## src/rtl/cmip_app_cnt_bank.sv

```systemverilog
// Bank of CH event counters with sticky overflow, snapshot shadow registers
// and a request/ack read port that returns one shadowed channel per request.
module cmip_app_cnt_bank #(
  parameter int CH          = 4,
  parameter int WIDTH       = 16,
  parameter int SAT         = 0,
  parameter int CLR_ON_SNAP = 0,
  parameter int IW          = (CH > 1) ? $clog2(CH) : 1
) (
  input  logic             clk,
  input  logic             rst_n,
  input  logic             clr,
  input  logic [CH-1:0]    vld,
  input  logic             snap,
  output logic             snap_done,
  input  logic             rd_req,
  input  logic [IW-1:0]    rd_idx,
  output logic             rd_ack,
  output logic [WIDTH-1:0] rd_data,
  output logic             rd_ovf,
  output logic [CH-1:0]    ovf
);

  localparam logic [WIDTH-1:0] CNT_MAX  = {WIDTH{1'b1}};
  localparam logic [WIDTH-1:0] CNT_ZERO = {WIDTH{1'b0}};
  localparam logic [WIDTH-1:0] CNT_ONE  = {{(WIDTH-1){1'b0}}, 1'b1};

  typedef enum logic [1:0] {
    ST_IDLE = 2'd0,
    ST_RESP = 2'd1,
    ST_WAIT = 2'd2
  } rd_state_t;

  logic [WIDTH-1:0] cnt_r     [CH];
  logic [WIDTH-1:0] cnt_nxt_s [CH];
  logic [CH-1:0]    ovf_r;
  logic [CH-1:0]    ovf_nxt_s;
  logic [WIDTH-1:0] sh_cnt_r  [CH];
  logic [CH-1:0]    sh_ovf_r;
  logic             snap_done_r;

  rd_state_t        state_r;
  rd_state_t        state_nxt_s;
  logic             accept_s;
  logic             rd_ack_r;
  logic [WIDTH-1:0] rd_data_r;
  logic             rd_ovf_r;
  logic [WIDTH-1:0] sel_data_s;
  logic             sel_ovf_s;

  // Live counter next-state: clr beats snapshot reload, which beats counting.
  always_comb begin
    for (int i = 0; i < CH; i++) begin
      cnt_nxt_s[i] = cnt_r[i];
      ovf_nxt_s[i] = ovf_r[i];
      if (clr) begin
        cnt_nxt_s[i] = CNT_ZERO;
        ovf_nxt_s[i] = 1'b0;
      end else if (snap && (CLR_ON_SNAP != 0)) begin
        cnt_nxt_s[i] = vld[i] ? CNT_ONE : CNT_ZERO;
        ovf_nxt_s[i] = 1'b0;
      end else if (vld[i]) begin
        if (cnt_r[i] == CNT_MAX) begin
          cnt_nxt_s[i] = (SAT != 0) ? CNT_MAX : CNT_ZERO;
          ovf_nxt_s[i] = 1'b1;
        end else begin
          cnt_nxt_s[i] = cnt_r[i] + CNT_ONE;
        end
      end else begin
        cnt_nxt_s[i] = cnt_r[i];
      end
    end
  end

  // Live counters, sticky flags, shadows (pre-update values) and snap_done.
  always_ff @(posedge clk or negedge rst_n) begin
    if (!rst_n) begin
      for (int i = 0; i < CH; i++) begin
        cnt_r[i]    <= CNT_ZERO;
        sh_cnt_r[i] <= CNT_ZERO;
      end
      ovf_r       <= {CH{1'b0}};
      sh_ovf_r    <= {CH{1'b0}};
      snap_done_r <= 1'b0;
    end else begin
      for (int i = 0; i < CH; i++) begin
        cnt_r[i] <= cnt_nxt_s[i];
        if (snap) begin
          sh_cnt_r[i] <= cnt_r[i];
        end
      end
      ovf_r <= ovf_nxt_s;
      if (snap) begin
        sh_ovf_r <= ovf_r;
      end
      snap_done_r <= snap;
    end
  end

  // Shadow read mux; indices beyond the bank read as zero.
  always_comb begin
    sel_data_s = CNT_ZERO;
    sel_ovf_s  = 1'b0;
    for (int i = 0; i < CH; i++) begin
      if (rd_idx == IW'(i)) begin
        sel_data_s = sh_cnt_r[i];
        sel_ovf_s  = sh_ovf_r[i];
      end else begin
        sel_data_s = sel_data_s;
      end
    end
  end

  // Read FSM next state; a request is accepted only from IDLE.
  always_comb begin
    state_nxt_s = state_r;
    accept_s    = 1'b0;
    case (state_r)
      ST_IDLE: begin
        if (rd_req) begin
          accept_s    = 1'b1;
          state_nxt_s = ST_RESP;
        end else begin
          state_nxt_s = ST_IDLE;
        end
      end
      ST_RESP: begin
        if (rd_req) begin
          state_nxt_s = ST_WAIT;
        end else begin
          state_nxt_s = ST_IDLE;
        end
      end
      ST_WAIT: begin
        if (rd_req) begin
          state_nxt_s = ST_WAIT;
        end else begin
          state_nxt_s = ST_IDLE;
        end
      end
      default: begin
        state_nxt_s = ST_IDLE;
      end
    endcase
  end

  // Read FSM state and response registers; ack is high exactly while in RESP.
  always_ff @(posedge clk or negedge rst_n) begin
    if (!rst_n) begin
      state_r   <= ST_IDLE;
      rd_ack_r  <= 1'b0;
      rd_data_r <= CNT_ZERO;
      rd_ovf_r  <= 1'b0;
    end else begin
      state_r  <= state_nxt_s;
      rd_ack_r <= accept_s;
      if (accept_s) begin
        rd_data_r <= sel_data_s;
        rd_ovf_r  <= sel_ovf_s;
      end
    end
  end

  assign snap_done = snap_done_r;
  assign rd_ack    = rd_ack_r;
  assign rd_data   = rd_data_r;
  assign rd_ovf    = rd_ovf_r;
  assign ovf       = ovf_r;

endmodule

```

## config.mk

```make
export PLATFORM = sky130hd
export DESIGN_NAME = cmip_app_cnt_bank
export DESIGN_NICKNAME = d
export VERILOG_FILES = /design/src/rtl/cmip_app_cnt_bank.sv
export SDC_FILE = /design/constraint.sdc
export NUM_CORES = 1
export LEC_CHECK = 0
export CORE_UTILIZATION = 55
export CTS_BUF_LIST = sky130_fd_sc_hd__clkbuf_2 sky130_fd_sc_hd__clkbuf_4 sky130_fd_sc_hd__clkbuf_8
export DETAILED_ROUTE_END_ITERATION = 10
export PLACE_DENSITY_LB_ADDON = 0.15
export SYNTH_ARGS = -nofsm -noshare
export SYNTH_HDL_FRONTEND = slang
export SYNTH_SLANG_ARGS = --single-unit
```

## constraint.sdc

```tcl
create_clock -name clk -period 4.95 [get_ports clk]
set_input_delay 0.495 -clock clk [delete_from_list [all_inputs] [get_ports clk]]
set_output_delay 0.495 -clock clk [all_outputs]
set_load 0.02 [all_outputs]
```

==> flow_summary.ini <==
[run_status]
status = finished clean

[global_route]
grt_max_degree = 100
antenna_found_initial = 0
overflow = 0
track_usage_pct = 24.5
grt_pass1_wl_um = 24400
grt_pass1_vias = 4711

[clock_network]
numCtsBuffers = 17
post_cts_resized = 0
clk_path_buf_depth = 2
htreeDepth = 4
cts_setup_buffers = 0
clock_latency_ps = 450
clock-sinks = 156
cts_tree = built
root_buffer = clkbuf_8
cts.reportedPaths.clkPinSlew_ps = 80
cts-hold-fix-buffers = 0

[synthesis]
yosysTopAreaCell = dfrtp_1
yosysWarningCount = 0
synthFlopType = dfrtp_1
synth_seq_cells = 156
yosys.area.top_type_share_pct = 54.4
syn_area_um2 = 7170
yosysSeqAreaShare_pct = 54.4
synthCells = 591
yosys-top-cells-area = dfrtp_1 54%, mux2_2 13%, mux4_2 5.3%
syn-num-nets = 608
synth.most_common_cell = dfrtp_1
synthDistinctLibCells = 44
avgSynthCellArea_um2 = 12.1
synth-edff-count = 0
synth_common_cells = 156 x dfrtp_1, 85 x mux2_2, 75 x nor2_1, 37 x xnor2_1, 24 x nand2_1
synthArstFlopShare_pct = 100

[pwr]
ir_worst_vdd_mv = 0.215
p_seq_share_pct = 53.1
p_clk_share_pct = 40.2
comb_power_share_pct = 6.6
switching_share_pct = 22.5
p_leak_nw = 3.55
netSwitchingPower_mw = 0.558
internal_power_mw = 1.92
powerDensity_nw_per_um2 = 308

[routing]
dr_total_vias = 4601
routed_wl_um = 14700
wire_per_inst_um = 18.3
viasPerCell = 5.74
ant_nets = 0
drt_iter0_markers = 277
drc = 0
drtPass1Iterations = 4

[cells_and_area]
n_fill_cell = 999
antenna_cells = 0
final_util_pct = 63.5
drive_gt1_share_pct = 23.3
layout.nets = 634
multi_input_area_um2 = 3100
ff_latch_area_um2 = 3900
stdcell_count = 802
area_delta_synth_final_pct = 12.3

[die]
dieHeight_um = 116
core-area_um2 = 12700
die-area_um2 = 13500
initial_core_util_pct = 56.6
io_pins = 34
std_cell_rows = 41
fp.dieW_um = 116

[setup_path]
regToRegStartpoint = cnt_r[0]
r2r_cells = 5
r2r_slack_ps = 2910
critPathMaxStageDelay_ps = 1170
start_kind = input pin
arrival_ps = 2570
required_ps = 5280
critPathMaxFanout = 17
worstPathCellList = clkdlybuf4s50_1 -> mux4_2 -> mux2_2
reg2reg_to = cnt_r[6]
slowest_stage = clkdlybuf4s50_1
worstSetupEndpointType = flop
critical_path_class = input pin to flop

[timing]
fin_ws_ps = 2710
finalCritPeriodShare_pct = 45.2
rsz0062_at_grt = no
hold_viol_final = 0
period_needed_ps = 2240
slew_headroom_pct = 28.9
setup_violations = 0
tightest_slew_ps = 1060
fin_skew_ps = 9.41
slew_viol_final = 0
max_freq_ghz = 0.447
fin_setup_tns_ps = 0

[worst_hold_path]
hp-class = input pin to async pin

[flow_run]
cap_violations = 0

[placed_design]
dpl_worst_slack_ps = 2180
dpl.cell_count = 770
dp_hpwl_um = 10200
place_congestion = 0.848
port_buffers = 33
stage by stage:
step | cell area [µm²] | hold slack, ps | power [mW]
2_1_floorplan | 7170 | 199 | 1.44
3_3_place_gp | 7620 | 486 | 1.51
3_5_place_dp | 7620 | 491 | 1.51
4_1_cts | 8050 | 155 | 2.51
5_1_grt | 8050 | 192 | 2.58
6_report | 8050 | 120 | 2.48
layout by cell type (no fill, tap or decap), types with 12 or more instances in the layout:
cell type        netlist  layout
nand3_1               21      21
nand2_1               24      24
xnor2_1               37      37
nor2_1                75      75
inv_1                 14      14
mux4_2                17      17
nor3_1                17      17
clkbuf_8               0      24
mux2_2                85      85
nand4_1               12      12
dfrtp_1              156     156
clkdlybuf4s50_1        0      31
routing by layer:
layer	vias to the layer above	wire [µm]	GRT usage, %	share of wire (%)
met2	69	7290	39.5	50
met5	-	0	0	0
li1	2163	-	-	-
met4	0	231	8.89	1.6
met3	16	449	5.97	3.1
met1	2353	6680	32.5	46
how the worst max path moves through the flow:
stage / from / end / slack [ps] / cells after the start
6_report: rd_idx[0] / rd_data[3] / 2710 / 3
3_3_place_gp: rd_idx[0] / rd_data[5] / 2210 / 3
4_1_cts: rd_idx[0] / rd_data[3] / 2670 / 3
3_5_place_dp: rd_idx[0] / rd_data[3] / 2180 / 3
2_1_floorplan: rd_idx[0] / rd_data[5] / 3010 / 4
5_1_grt: rd_idx[0] / rd_data[3] / 2590 / 3
state kept, by name, indices dropped and copies added, names as in the netlist:
signal and cells:
cnt_r 64, sh_cnt_r 64, sh_ovf_r 4, rd_ovf 1, state_r 2, rd_data 16, snap_done 1, ovf 4
worst max-delay path, delay by kind of cell:
kind | cells | cell delay, ps
buffers and inverters | 1 | 1170
muxes | 2 | 890
final cells by class:
| type | count | share of cell area [%] |
|---|---|---|
| clock inverters | 5 | 0.963 |
| repair buffers | 36 | 4.34 |
| well taps | 172 | 2.67 |
| flip-flops and latches | 156 | 48.5 |
| multi-input cells | 392 | 38.5 |
| inverters | 14 | 0.653 |
| clock buffers | 27 | 4.38 |
cell families (layout without fill, tap and decap cells):
family | Yosys count | in the layout | share of synthesized area, %
multiplexers | 102 | 102 | 18.7
flip-flops | 156 | 156 | 54.4
adder cells (fa/ha/maj) | 6 | 6 | 1.05
buffers and inverters | 43 | 82 | 2.34
AND/OR/NAND/NOR | 192 | 192 | 13.2
XOR/XNOR | 48 | 48 | 5.86
AO/OA/AOI/OAI | 44 | 44 | 4.48
power by group through the flow:
stage / Sequential, mW / Combinational [mW] / Clock (mW)
final: 1.32 / 0.165 / 0.998
after global routing: 1.32 / 0.182 / 1.08
after CTS: 1.32 / 0.169 / 1.02
after detailed placement: 1.34 / 0.168 / 0
after global placement: 1.34 / 0.164 / 0
after floorplan: 1.35 / 0.0937 / 0
(Power assumes the default switching activity.)
